===== src/rtl/acc_bias_gen_pkg.sv =====
// Shared definitions for the acc+bias producer and the bound stage:
// FSM encoding, saturation limits and lane pack/unpack helpers.
`ifndef ACC_BIAS_GEN_LANE_MACROS
`define ACC_BIAS_GEN_LANE_MACROS
`define ABG_LANE(vec, idx, bw) vec[(idx)*(bw) +: (bw)]
`endif

package acc_bias_gen_pkg;

    typedef enum logic [1:0] {
        ST_IDLE  = 2'd0,
        ST_ACCUM = 2'd1,
        ST_HOLD  = 2'd2
    } state_e;

    function automatic longint sat_max(input int unsigned bw);
        return (64'sd1 <<< (bw - 1)) - 64'sd1;
    endfunction

    function automatic longint sat_min(input int unsigned bw);
        return -(64'sd1 <<< (bw - 1));
    endfunction

endpackage


===== src/rtl/acc_bias_gen_col.sv =====
// One column: accumulator register with bias load and saturating add,
// plus a sticky saturation flag cleared on every bias load.
module acc_sat_col
    import acc_bias_gen_pkg::*;
#(
    parameter int PS_BW   = 16,
    parameter int BIAS_BW = 16,
    parameter int AB_BW   = 25
) (
    input  logic               clk,
    input  logic               rst_n,
    input  logic               load_i,
    input  logic               add_i,
    input  logic [BIAS_BW-1:0] bias_i,
    input  logic [PS_BW-1:0]   ps_i,
    output logic [AB_BW-1:0]   acc_o,
    output logic               sat_o
);

    localparam int SUM_W = AB_BW + 1;
    localparam logic signed [SUM_W-1:0] SUM_MAX = SUM_W'(sat_max(AB_BW));
    localparam logic signed [SUM_W-1:0] SUM_MIN = SUM_W'(sat_min(AB_BW));
    localparam logic [AB_BW-1:0] ACC_MAX = SUM_MAX[AB_BW-1:0];
    localparam logic [AB_BW-1:0] ACC_MIN = SUM_MIN[AB_BW-1:0];

    logic [AB_BW-1:0]        acc_q, acc_d;
    logic                    sat_q, sat_d;
    logic [SUM_W-1:0]        acc_ext, ps_ext;
    logic signed [SUM_W-1:0] sum;

    // One extra bit of headroom makes overflow detection a plain signed compare.
    always_comb begin
        acc_ext = {{(SUM_W - AB_BW){acc_q[AB_BW-1]}}, acc_q};
        ps_ext  = {{(SUM_W - PS_BW){ps_i[PS_BW-1]}}, ps_i};
        sum     = $signed(acc_ext) + $signed(ps_ext);
    end

    always_comb begin
        acc_d = acc_q;
        sat_d = sat_q;
        if (load_i) begin
            acc_d = {{(AB_BW - BIAS_BW){bias_i[BIAS_BW-1]}}, bias_i};
            sat_d = 1'b0;
        end else if (add_i) begin
            if (sum > SUM_MAX) begin
                acc_d = ACC_MAX;
                sat_d = 1'b1;
            end else if (sum < SUM_MIN) begin
                acc_d = ACC_MIN;
                sat_d = 1'b1;
            end else begin
                acc_d = sum[AB_BW-1:0];
            end
        end
    end

    always_ff @(posedge clk) begin
        if (!rst_n) begin
            acc_q <= '0;
            sat_q <= 1'b0;
        end else begin
            acc_q <= acc_d;
            sat_q <= sat_d;
        end
    end

    assign acc_o = acc_q;
    assign sat_o = sat_q;

endmodule


===== src/rtl/acc_bias_gen.sv =====
// Per-tile bias + partial-sum accumulator across COLS columns; emits one
// saturated packed result per tile over a valid/ready handshake.
module acc_bias_gen
    import acc_bias_gen_pkg::*;
#(
    parameter int COLS    = 5,
    parameter int PS_BW   = 16,
    parameter int BIAS_BW = 16,
    parameter int AB_BW   = 25,
    parameter int CNT_BW  = 8
) (
    input  logic                    clk,
    input  logic                    rst_n,
    input  logic                    i_start,
    input  logic [CNT_BW-1:0]       i_k_len,
    input  logic [BIAS_BW*COLS-1:0] i_bias,
    input  logic                    i_ps_valid,
    output logic                    o_ps_ready,
    input  logic [PS_BW*COLS-1:0]   i_ps,
    output logic                    o_busy,
    output logic                    o_acc_valid,
    input  logic                    i_out_ready,
    output logic [AB_BW*COLS-1:0]   o_acc_bias,
    output logic [COLS-1:0]         o_sat
);

    localparam logic [CNT_BW-1:0] CNT_ONE = CNT_BW'(1);

    state_e            state_q, state_d;
    logic [CNT_BW-1:0] cnt_q, cnt_d;
    logic [CNT_BW-1:0] len_q, len_d;
    logic              valid_q, valid_d;
    logic              accept, take, load, add;

    always_comb begin
        state_d = state_q;
        cnt_d   = cnt_q;
        len_d   = len_q;
        load    = 1'b0;
        add     = 1'b0;
        accept  = (state_q == ST_HOLD) && valid_q && i_out_ready;
        take    = i_start && ((state_q == ST_IDLE) || accept);

        case (state_q)
            ST_ACCUM: begin
                if (i_ps_valid) begin
                    add   = 1'b1;
                    cnt_d = cnt_q + CNT_ONE;
                    if (cnt_q == len_q - CNT_ONE) begin
                        state_d = ST_HOLD;
                    end
                end
            end
            ST_HOLD: begin
                if (accept) begin
                    state_d = ST_IDLE;
                end
            end
            default: state_d = ST_IDLE;
        endcase

        if (take) begin
            load    = 1'b1;
            cnt_d   = '0;
            len_d   = i_k_len;
            state_d = (i_k_len != '0) ? ST_ACCUM : ST_HOLD;
        end

        // Valid is its own register so a back-to-back zero-length tile, which
        // stays in HOLD, still shows a one-cycle gap before its result.
        valid_d = (state_d == ST_HOLD) && !accept;
    end

    always_ff @(posedge clk) begin
        if (!rst_n) begin
            state_q <= ST_IDLE;
            cnt_q   <= '0;
            len_q   <= '0;
            valid_q <= 1'b0;
        end else begin
            state_q <= state_d;
            cnt_q   <= cnt_d;
            len_q   <= len_d;
            valid_q <= valid_d;
        end
    end

    for (genvar c = 0; c < COLS; c++) begin : g_col
        acc_sat_col #(
            .PS_BW   (PS_BW),
            .BIAS_BW (BIAS_BW),
            .AB_BW   (AB_BW)
        ) u_col (
            .clk    (clk),
            .rst_n  (rst_n),
            .load_i (load),
            .add_i  (add),
            .bias_i (`ABG_LANE(i_bias, c, BIAS_BW)),
            .ps_i   (`ABG_LANE(i_ps, c, PS_BW)),
            .acc_o  (`ABG_LANE(o_acc_bias, c, AB_BW)),
            .sat_o  (o_sat[c])
        );
    end

    assign o_ps_ready  = (state_q == ST_ACCUM);
    assign o_busy      = (state_q != ST_IDLE);
    assign o_acc_valid = valid_q;

endmodule


===== config.mk =====
export PLATFORM = sky130hd
export DESIGN_NAME = acc_bias_gen
export DESIGN_NICKNAME = d
export VERILOG_FILES = /design/src/rtl/acc_bias_gen_pkg.sv /design/src/rtl/acc_bias_gen_col.sv /design/src/rtl/acc_bias_gen.sv
export SDC_FILE = /design/constraint.sdc
export NUM_CORES = 1
export LEC_CHECK = 0
export BUFFER_PORTS_ARGS = -buffer_cell sky130_fd_sc_hd__buf_2
export CAP_MARGIN = 25
export CORE_MARGIN = 4
export CORE_UTILIZATION = 50
export DETAILED_ROUTE_END_ITERATION = 16
export PLACE_DENSITY = 0.84
export SLEW_MARGIN = 20
export SYNTH_ARGS = -nofsm -noshare
export SYNTH_HDL_FRONTEND = slang
export SYNTH_HIERARCHICAL = 1
export SYNTH_SLANG_ARGS = --single-unit

===== constraint.sdc =====
create_clock -name clk -period 3.77 [get_ports clk]
set_input_delay 0.9425 -clock clk [delete_from_list [all_inputs] [get_ports clk]]
set_output_delay 0.9425 -clock clk [all_outputs]
set_load 0.01 [all_outputs]

==> results.cfg <==
[run_status]
outcome = completed

[setup_path]
r2r-end = g_col[1].u_col/acc_o[19]
cp_slowest_cell = fa_1
timing.rr.start = g_col[1].u_col/acc_o[0]
cp_top_family = compound AO/OA/AOI/OAI gates
worstSetupEndpointType = flop
critPathBufInv = 3
crit_arrival_ns = 3.83
max_stage_delay_ns = 0.37
worstPathRequired_ns = 4.11
ff2ff_path_depth = 13
crit_chain = buf_2, ha_1, inv_1, fa_1, nand2b_1, a21oi_1, o21ai_0, o31a_1, o311ai_1, a21oi_1, or3_4, nor3b_2, buf_12, a21oi_1
critPathKind = in2reg
cp_max_fo = 19
start_kind = input pin
reg2reg_slack_ns = 0.51
crit_path_frequent_cell = a21oi_1

[grt]
grt_pass1_vias = 13800
grtUsageTotal = 0.266
antenna_found_initial = 2
grt_max_degree = 59
grt_pass1_wl_um = 65800
overflow = 0

[detailed_routing]
drc = 0
wirelength_um = 41000
via_per_inst = 6.00
vias = 14200
final_antenna_net_count = 0
wire_per_inst_um = 17.3
first_pass_iters = 5
detail_route.iter0.violations = 924

[power]
netSwitchingPower_mw = 2.44
p_clk_frac = 0.284
power.density_nw_per_um2 = 386
p_int_mw = 3.89
cellLeakagePower_nw = 7.49
p_comb_frac = 0.424
netSwitchingFraction = 0.386
power.total_mw = 6.33
max-vdd-ir-drop_uv = 275
p_seq_frac = 0.292

[die]
die_area_um2 = 29500
die_w_um = 172
fp.coreArea_um2 = 26200
initial_core_util = 0.512
die_y_um = 172
rows = 59
io_pins = 306

[place]
gp_congestion = 0.956
dp_hpwl_um = 32000
port_buffers = 305
placed_area_um2 = 15800

[timing]
rsz0062_at_grt = no
drv_slew = 0
hold_viol_final = 0
min_period_ns = 3.49
setup_viol = 0
skew_ns = 0.0163
worst_pin_slew_ns = 0.821
slew_headroom = 0.448
max_freq_mhz = 287
post-route-period-util = 0.926

[final_layout]
stdcell_area_um2 = 16400
drive_gt1_frac = 0.271
nNetsFinal = 2333
area_delta_synth_final_pct = 22.2
antenna_cells = 0

[clock_network]
clk_pin_slew_worst_paths_ns = 0.07
ctsHoldBuffers = 0
clockBufferDepth = 2
post_cts_buffers = 0
htree_levels = 4
cts_tree = built
cts_sinks = 149
clockRootBuffer = clkbuf_16
cts_buffers = 17
ctsResizeCount = 0
clk_latency_ns = 0.42

[synth]
netlist_area_um2 = 13400
yosysSeqAreaShare = 0.222
yosysTopAreaCellShare = 0.222
synth_largest_area_cell = dfxtp_1
ys_ff_latch = 149
ys_top_cells_by_count = nand2_1, a21oi_1, dfxtp_1
synth_flop_cell = dfxtp_1
syn_nets = 1983
synth.area.top_cells = dfxtp_1, ha_1, a21oi_1, xnor2_1, nand2_1
avgSynthCellArea_um2 = 8.01
syn_inst = 1675
synthArstFlopShare = 0
synth.distinct_cells = 78
synth_edf_count = 0
yosysWarnings = 6
yosysMostFrequentCell = nand2_1

[worst_hold_path]
hp-start = g_col[0].u_col/sat_o
min_path_type = reg2reg
whs_endpoint = g_col[0].u_col/sat_o
whs_path_depth = 2

[job]
maxCapViolations = 0
placed cells by master, fill, tap and decap left out, types with 8 or more instances in the layout:
cell type	n
o311ai_0	53
a21o_1	31
o21ai_1	13
ha_1	130
buf_2	305
a21oi_1	156
xnor2_1	72
buf_4	79
or3_1	17
nand3_1	39
and3_1	20
nand2_1	160
nand2b_1	78
a211oi_2	23
o21bai_1	17
a21boi_0	10
xor2_1	37
a31oi_1	30
a211oi_1	14
a21oi_2	57
dfxtp_1	149
clkbuf_16	17
nor3_1	16
and2_1	14
inv_1	77
o21a_1	33
a32o_1	8
o211ai_1	16
nor2_1	86
o21ai_0	114
nor2b_1	15
logic make-up (layout without fill, tap and decap cells):
group | after synthesis | in the layout | share of synthesized area
buffers and inverters | 140 | 503 | 0.0457
xor gates and xnor gates | 109 | 109 | 0.0711
adders and majority gates | 135 | 135 | 0.129
muxes | 6 | 6 | 0.00485
and+or+nand+nor | 496 | 496 | 0.192
DFF | 149 | 149 | 0.222
AOI/OAI and AO/OA | 640 | 640 | 0.335
flip-flops by register name (all words and copies together), names as in the netlist:
| signal | cells |
|---|---|
| len_q | 8 |
| o_acc_valid | 1 |
| cnt_q | 8 |
| g_col.u_col/sat_o | 5 |
| g_col.u_col/acc_o | 125 |
| state_q | 2 |
metal layers:
metal | vias to the layer above | routed length (um) | GRT usage
met5 | - | 24 | 0
li1 | 6922 | - | -
met3 | 86 | 2740 | 0.0457
met1 | 6684 | 17300 | 0.329
met4 | 4 | 980 | 0.0834
met2 | 548 | 19900 | 0.473
how the worst max path moves through the flow:
stage	start	endpoint	slack, ns	cells past startpoint
2_1_floorplan	i_ps[16]	g_col[1].u_col/acc_o[15]	0.06	13
3_3_place_gp	i_ps[16]	g_col[1].u_col/acc_o[2]	-0.09	14
3_5_place_dp	i_ps[16]	g_col[1].u_col/acc_o[19]	-0.22	14
4_1_cts	i_ps[16]	g_col[1].u_col/acc_o[19]	0.21	14
5_1_grt	i_ps[16]	g_col[1].u_col/acc_o[19]	0.04	14
6_report	i_ps[16]	g_col[1].u_col/acc_o[19]	0.28	14
metrics by stage:
| step | hold slack (ns) | setup TNS, ns | cells | utilization | setup slack [ns] |
|---|---|---|---|---|---|
| global route | 0.492 | 0 | 2373 | 0.626 | 0.0350 |
| finish | 0.462 | 0 | 2373 | 0.626 | 0.280 |
| CTS | 0.460 | 0 | 2373 | 0.626 | 0.211 |
| detailed placement | 0.445 | -6.86 | 2341 | 0.603 | -0.217 |
| global placement | 0.433 | -2.52 | 2341 | 0.603 | -0.0869 |
| floorplan | 0.448 | 0 | 1675 | - | 0.0602 |
worst reg2reg max path: cells and delay by family, from the launching register on:
kind                     cells  cell delay [ns]
flip-flops                   1             0.36
AND/OR/NAND/NOR              3             0.71
adder cells (fa/ha/maj)      2             0.56
AO/OA/AOI/OAI                6             1.34
buffers and inverters        2             0.23
layout make-up:
type	count	area, um2
Inverter	80	303
Clock inverter	14	168
Clock buffer	18	439
Sequential cell	149	2980
Tap cell	335	419
Fill cell	2260	9810
Timing Repair Buffer	391	2260
Multi-Input combinational cell	1386	9830
power by group through the flow:
stage	Clock (mW)	Combinational [mW]	Sequential (mW)
finish	1.80	2.68	1.85
global route	1.90	2.96	1.87
CTS	1.83	2.65	1.85
detailed placement	0	2.63	1.88
global placement	0	2.55	1.88
floorplan	0	1.79	1.91
Note: power is estimated with default switching activity, not from simulation.
